==> config.mk <==
export PLATFORM = sky130hd
export DESIGN_NAME = cmac_array
export DESIGN_NICKNAME = d
export VERILOG_FILES = /design/src/rtl/cmac_array.sv
export SDC_FILE = /design/constraint.sdc
export NUM_CORES = 2
export LEC_CHECK = 0
export CAP_MARGIN = 20
export CORE_ASPECT_RATIO = 0.8
export CORE_MARGIN = 5
export CORE_UTILIZATION = 55
export DETAILED_ROUTE_END_ITERATION = 10
export PLACE_DENSITY_LB_ADDON = 0.05
export SYNTH_ARGS = -nofsm -noshare
export SYNTH_HDL_FRONTEND = slang
export SYNTH_SLANG_ARGS = --single-unit
==> constraint.sdc <==
create_clock -name clk -period 17.5 [get_ports clk]
set_input_delay 3.5 -clock clk [delete_from_list [all_inputs] [get_ports clk]]
set_output_delay 3.5 -clock clk [all_outputs]
set_load 0.005 [all_outputs]
==> src/rtl/cmac_array.sv <==
// cmac_array -- multi-lane multiply-accumulate engine for convolution layers.
//
// One activation stream is broadcast to LANES lanes. Each lane multiplies it
// by its own weight stream and accumulates over cfg_len beats, starting from
// its bias (aligned to the product's binary point). When the kernel finishes,
// each lane rounds half-up back to Q(DATA_W-FRAC).FRAC, saturates, and
// optionally clamps negatives to zero (ReLU).
//
// Ports:
//   clk, rst           clock; asynchronous active-high reset
//   start              pulse in IDLE: latch cfg_len/cfg_relu, load bias, begin
//   cfg_len, cfg_relu  kernel length (0 allowed) and ReLU enable
//   in_bias            per-lane bias, lane i at [i*DATA_W +: DATA_W]
//   busy               high from accepted start until the result is taken
//   in_valid/in_ready  beat handshake for in_data (broadcast) and in_weight
//   out_valid/out_ready result handshake; out_data held while stalled
//   out_data           per-lane result, lane i at [i*DATA_W +: DATA_W]
module cmac_array #(
  parameter int LANES  = 4,
  parameter int DATA_W = 16,
  parameter int FRAC   = 8,
  parameter int ACC_W  = 40,
  parameter int LEN_W  = 12
) (
  input  logic                    clk,
  input  logic                    rst,
  input  logic                    start,
  input  logic [LEN_W-1:0]        cfg_len,
  input  logic                    cfg_relu,
  input  logic [LANES*DATA_W-1:0] in_bias,
  output logic                    busy,
  input  logic                    in_valid,
  output logic                    in_ready,
  input  logic [DATA_W-1:0]       in_data,
  input  logic [LANES*DATA_W-1:0] in_weight,
  output logic                    out_valid,
  input  logic                    out_ready,
  output logic [LANES*DATA_W-1:0] out_data
);

  typedef enum logic [1:0] {S_IDLE, S_ACCUM, S_DRAIN, S_OUT} state_t;

  // Rounding constant 2^(FRAC-1) and saturation bounds, one bit wider than
  // the accumulator so the rounding add can never wrap.
  localparam logic signed [ACC_W:0] HALF =
    {{(ACC_W+1-FRAC){1'b0}}, 1'b1, {(FRAC-1){1'b0}}};
  localparam logic signed [ACC_W:0] SAT_MAX = (ACC_W+1)'((1 << (DATA_W-1)) - 1);
  localparam logic signed [ACC_W:0] SAT_MIN = -SAT_MAX - 1;

  state_t                  state_reg;
  logic [LEN_W-1:0]        len_reg;
  logic [LEN_W-1:0]        cnt_reg;
  logic                    relu_reg;
  logic [1:0]              drain_reg;
  logic                    prod_valid_reg;
  logic                    out_valid_reg;
  logic [LANES*DATA_W-1:0] out_data_reg;
  logic [LANES*DATA_W-1:0] result_next;
  logic                    beat_xfer;
  logic                    start_accept;

  assign in_ready     = (state_reg == S_ACCUM) && (cnt_reg < len_reg);
  assign beat_xfer    = in_valid && in_ready;
  assign start_accept = (state_reg == S_IDLE) && start;
  assign busy         = (state_reg != S_IDLE);
  assign out_valid    = out_valid_reg;
  assign out_data     = out_data_reg;

  // Control FSM. The drain counter holds the number of extra DRAIN cycles:
  // after the last beat, one ACCUM cycle plus two DRAIN cycles let the
  // product and accumulate stages settle. A zero-length kernel skips ACCUM,
  // so it spends one more cycle in DRAIN to keep out_valid at the same
  // three-cycle distance from start.
  always_ff @(posedge clk or posedge rst) begin
    if (rst) begin
      state_reg      <= S_IDLE;
      len_reg        <= '0;
      cnt_reg        <= '0;
      relu_reg       <= 1'b0;
      drain_reg      <= '0;
      prod_valid_reg <= 1'b0;
      out_valid_reg  <= 1'b0;
      out_data_reg   <= '0;
    end else begin
      prod_valid_reg <= beat_xfer;
      case (state_reg)
        S_IDLE: begin
          if (start) begin
            len_reg  <= cfg_len;
            relu_reg <= cfg_relu;
            cnt_reg  <= '0;
            if (cfg_len == '0) begin
              state_reg <= S_DRAIN;
              drain_reg <= 2'd2;
            end else begin
              state_reg <= S_ACCUM;
            end
          end
        end
        S_ACCUM: begin
          if (beat_xfer) begin
            cnt_reg <= cnt_reg + 1'b1;
          end
          if (cnt_reg == len_reg) begin
            state_reg <= S_DRAIN;
            drain_reg <= 2'd1;
          end
        end
        S_DRAIN: begin
          if (drain_reg == 2'd0) begin
            state_reg     <= S_OUT;
            out_valid_reg <= 1'b1;
            out_data_reg  <= result_next;
          end else begin
            drain_reg <= drain_reg - 2'd1;
          end
        end
        S_OUT: begin
          if (out_ready) begin
            state_reg     <= S_IDLE;
            out_valid_reg <= 1'b0;
          end
        end
        default: state_reg <= S_IDLE;
      endcase
    end
  end

  for (genvar gi = 0; gi < LANES; gi++) begin : g_lane
    logic signed [DATA_W-1:0]   data_s;
    logic signed [DATA_W-1:0]   weight_s;
    logic signed [ACC_W-1:0]    bias_ext;
    logic signed [ACC_W-1:0]    prod_ext;
    logic signed [2*DATA_W-1:0] prod_reg;
    logic signed [ACC_W-1:0]    acc_reg;
    logic signed [ACC_W:0]      acc_wide;
    logic signed [ACC_W:0]      sum_wide;
    logic signed [ACC_W:0]      shifted;
    logic [DATA_W-1:0]          lane_res;

    assign data_s   = in_data;
    assign weight_s = in_weight[gi*DATA_W +: DATA_W];
    assign bias_ext = {{(ACC_W-DATA_W){in_bias[gi*DATA_W+DATA_W-1]}},
                       in_bias[gi*DATA_W +: DATA_W]};
    assign prod_ext = {{(ACC_W-2*DATA_W){prod_reg[2*DATA_W-1]}}, prod_reg};

    // Stage 1: product register; stage 2: accumulate (wraps at ACC_W bits).
    always_ff @(posedge clk or posedge rst) begin
      if (rst) begin
        prod_reg <= '0;
        acc_reg  <= '0;
      end else begin
        if (beat_xfer) begin
          prod_reg <= data_s * weight_s;
        end
        if (start_accept) begin
          acc_reg <= bias_ext <<< FRAC;
        end else if (prod_valid_reg) begin
          acc_reg <= acc_reg + prod_ext;
        end
      end
    end

    // Round half up, arithmetic shift back to FRAC bits, saturate, ReLU.
    assign acc_wide = {acc_reg[ACC_W-1], acc_reg};
    assign sum_wide = acc_wide + HALF;
    assign shifted  = sum_wide >>> FRAC;

    always_comb begin
      lane_res = shifted[DATA_W-1:0];
      if (shifted > SAT_MAX) begin
        lane_res = SAT_MAX[DATA_W-1:0];
      end else if (shifted < SAT_MIN) begin
        lane_res = SAT_MIN[DATA_W-1:0];
      end
      if (relu_reg && shifted[ACC_W]) begin
        lane_res = '0;
      end
    end

    assign result_next[gi*DATA_W +: DATA_W] = lane_res;
  end

endmodule

==> load_flow_metrics.sql <==
INSERT INTO impl_metrics (metric_group, metric, value, unit) VALUES
('synth', 'synth_cell_types', '86', ''),
('final_layout', 'finalNetCount', '9000', ''),
('drt', 'final_antenna_net_count', '0', ''),
('floorplanning', 'design.die.area', '124300', 'µm²'),
('job', 'drv_cap', '0', ''),
('drt', 'post_drt_via_cell_ratio', '5.581', ''),
('sta', 'setup-violations-final', '0', ''),
('final_layout', 'flow.area_growth_from_synthesis', '7.718', '%'),
('global_route', 'grt_max_degree', '155', ''),
('critical_path', 'worst_setup_path_end_kind', 'flop', ''),
('placed_design', 'final_weighted_congestion_in_routability_driven_placement', '0.9146', ''),
('synth', 'synthTopCellsByCount', 'sky130_fd_sc_hd__inv_1 (1248), sky130_fd_sc_hd__fa_1 (1052), sky130_fd_sc_hd__nand2_1 (955), sky130_fd_sc_hd__ha_1 (508), sky130_fd_sc_hd__and2_1 (498)', ''),
('drt', 'remaining_drc_errors', '0', ''),
('sta', 'timing.clock.skew', '0.01791', 'ns'),
('synth', 'synth_nets', '8973', ''),
('synth', 'synthesis.area', '64500', 'µm²'),
('clocking', 'cts_setup_buffers', '0', ''),
('placed_design', 'hpwlAfterDp', '135600', 'µm'),
('critical_path', 'r2r_end', 'out_data[41]', ''),
('drt', 'drt_pre_antenna_iters', '7', ''),
('critical_path', 'setup.worst_path.class', 'in -> reg', ''),
('drt', 'via_count', '49410', ''),
('sta', 'rsz0062_at_grt', 'no', ''),
('sta', 'final_setup_margin', '7.225', 'ns'),
('synth', 'synth_enable_flop_cells', '0', ''),
('final_layout', 'largest_register_ffs', '160', ''),
('clocking', 'cts.hold.buffers_added', '0', ''),
('floorplanning', 'dieWidth', '392.9', 'µm'),
('sta', 'setup_total_negative_slack', '0', 'ns'),
('drt', 'totalWireLength', '174800', 'µm'),
('synth', 'yosys_register_bits', '383', ''),
('sta', 'whs', '0.4795', 'ns'),
('floorplanning', 'floorplan.io_pins', '229', ''),
('synth', 'synth_sequential_area_ratio', '14.86', '%'),
('synth', 'synth_area_leaders', 'sky130_fd_sc_hd__fa_1 (33%), sky130_fd_sc_hd__dfrtp_1 (15%), sky130_fd_sc_hd__ha_1 (9.9%)', ''),
('sta', 'maxSlewViolCount', '0', ''),
('drt', 'first_drt_iteration_drcs', '3642', ''),
('min_path', 'origin_of_the_worst_min_delay_path', 'out_data[48]', ''),
('clocking', 'cts_tree', 'built', ''),
('clocking', 'clock_tree.buffer_depth', '3', ''),
('critical_path', 'signal_arrival_time_at_the_worst_endpoint', '10.70', 'ns'),
('floorplanning', 'initial_cell_density_of_the_core', '55.32', '%'),
('synth', 'synth-warning-count', '0', ''),
('sta', 'clock.fmax', '0.09732', 'GHz'),
('sta', 'shortest_clock_period_the_worst_path_allows_after_layout', '10.27', 'ns'),
('global_route', 'global_route_wire_length_before_repair', '285400', 'µm'),
('synth', 'synthCells', '7251', ''),
('final_layout', 'post-route-util', '59.59', '%'),
('synth', 'asyncSetResetFlopFracSynth', '100.0', '%'),
('synth', 'syn_avg_cell_area', '8.896', 'µm²'),
('floorplanning', 'placeableCoreArea', '116600', 'µm²'),
('clocking', 'number_of_gates_resized_after_cts', '0', ''),
('drt', 'detail_route.wl_per_cell', '19.75', 'µm'),
('critical_path', 'critical_path_peak_fanout', '16', ''),
('synth', 'netlist.top_cell.by_area', 'sky130_fd_sc_hd__fa_1', ''),
('sta', 'slew-limit-headroom', '22.47', '%'),
('min_path', 'worst_hold_depth', '2', ''),
('placed_design', 'port_buffers', '228', ''),
('run_status', 'run_status', 'finished clean', ''),
('clocking', 'cts_sink_cnt', '383', ''),
('min_path', 'hold_end', 'out_data[48]', ''),
('floorplanning', 'chipHeight', '316.3', 'µm'),
('critical_path', 'crit_path_start_kind', 'input port', ''),
('clocking', 'worstSkewPairLatency', '0.59', 'ns'),
('clocking', 'clock_tree_root_buffer_cell', 'sky130_fd_sc_hd__clkbuf_16', ''),
('global_route', 'grt.overflow.total', '0', ''),
('critical_path', 'reg2reg_from', 'g_lane[2].acc_reg[17]', ''),
('global_route', 'initial_antenna_violation_count', '14', ''),
('clocking', 'clock_pin_slew_of_the_registers_on_the_worst_case_setup_and_hold_paths', '0.06', 'ns'),
('min_path', 'holdCritPathClass', 'reg -> reg', ''),
('sta', 'finalHoldViolations', '0', '');
==> cells in the final DEF (no fill, tap or decap), drive strengths merged, types with 32 or more instances in the layout <==
cell type | Yosys | layout
clkbuf | 274 | 61
and3 | 47 | 47
nor3 | 50 | 50
nand3 | 121 | 121
o21ai | 361 | 361
nand4 | 43 | 43
nand2b | 68 | 68
mux2i | 85 | 85
nor2 | 250 | 250
nand2 | 955 | 955
nor2b | 32 | 32
inv | 1249 | 1249
xor2 | 128 | 128
ha | 508 | 508
o21bai | 52 | 52
fa | 1052 | 1052
and2 | 498 | 498
clkdlybuf4s50 | 0 | 212
a31oi | 34 | 34
a21oi | 319 | 319
dfrtp | 383 | 383
buf | 21 | 62
a21o | 139 | 139
xnor2 | 246 | 246
a211oi | 34 | 34
==> kinds of logic (layout without fill, tap and decap cells) <==
| logic type | count (synthesis) | after routing | synth area share, % |
|---|---|---|---|
| flops | 383 | 383 | 14.86 |
| simple gates | 2145 | 2145 | 15.99 |
| buf+inv | 1547 | 1607 | 9.008 |
| other cells | 0 | 3 | 0 |
| mux | 105 | 105 | 1.668 |
| compound gates | 1137 | 1137 | 10.90 |
| fa+ha+maj | 1560 | 1560 | 42.50 |
| xor+xnor | 374 | 374 | 5.078 |
==> cell type report <==
| class | instances | area (µm²) |
|---|---|---|
| multi-input combinational | 5321 | 49130 |
| fill | 10510 | 47110 |
| sequential | 383 | 9588 |
| inverter | 1252 | 4707 |
| timing repair buffer | 274 | 2562 |
| tap | 1539 | 1926 |
| clock buffer | 61 | 1361 |
| clock inverter | 20 | 195.2 |
| antenna | 3 | 7.507 |
==> routing by layer <==
layer | vias to the layer above | part of all wire, % | global-route usage [%]
met5 | - | 0.046 | 0
met2 | 1596 | 40 | 40.86
li1 | 23010 | - | -
met3 | 205 | 8.8 | 6.221
met4 | 12 | 1.8 | 4.904
met1 | 24590 | 49 | 46.28
==> critical path, cell delays in order <==
cell	delay [ns]
sky130_fd_sc_hd__clkdlybuf4s50_1	0.78
sky130_fd_sc_hd__nand2_1	0.29
sky130_fd_sc_hd__inv_1	0.11
sky130_fd_sc_hd__fa_1	0.78
sky130_fd_sc_hd__fa_1	0.51
sky130_fd_sc_hd__fa_1	0.52
sky130_fd_sc_hd__fa_1	0.51
sky130_fd_sc_hd__fa_1	0.49
sky130_fd_sc_hd__inv_1	0.05
sky130_fd_sc_hd__fa_1	0.48
sky130_fd_sc_hd__inv_1	0.04
sky130_fd_sc_hd__ha_1	0.35
sky130_fd_sc_hd__a21o_1	0.21
sky130_fd_sc_hd__a21o_1	0.17
sky130_fd_sc_hd__a21oi_1	0.27
sky130_fd_sc_hd__o311ai_1	0.16
sky130_fd_sc_hd__a21oi_1	0.35
sky130_fd_sc_hd__nor3b_1	0.12
sky130_fd_sc_hd__o41ai_1	0.58
sky130_fd_sc_hd__o21ai_1	0.18
sky130_fd_sc_hd__xnor2_1	0.18
sky130_fd_sc_hd__o21ai_1	0.07
==> per-stage QoR <==
| step | instance area (µm²) | cells |
|---|---|---|
| after CTS | 69460 | 8848 |
| after global routing | 69480 | 8851 |
| final | 69480 | 8853 |
| after floorplan | 64500 | 7251 |
| after detailed placement | 67900 | 8767 |
| after global placement | 67890 | 8766 |
==> worst max-delay path by stage <==
stage	from	to	depth (start not counted)
after floorplan	rst	cnt_reg[0]	1
after global placement	in_data[6]	g_lane[3].prod_reg[31]	25
after detailed placement	in_weight[49]	g_lane[3].prod_reg[31]	22
after CTS	in_weight[49]	g_lane[3].prod_reg[31]	22
after global routing	in_weight[49]	g_lane[3].prod_reg[31]	22
final	in_weight[49]	g_lane[3].prod_reg[31]	22
Power is not shown: default switching activity piles up to over one toggle a cycle in this logic, so the estimate is an artifact.
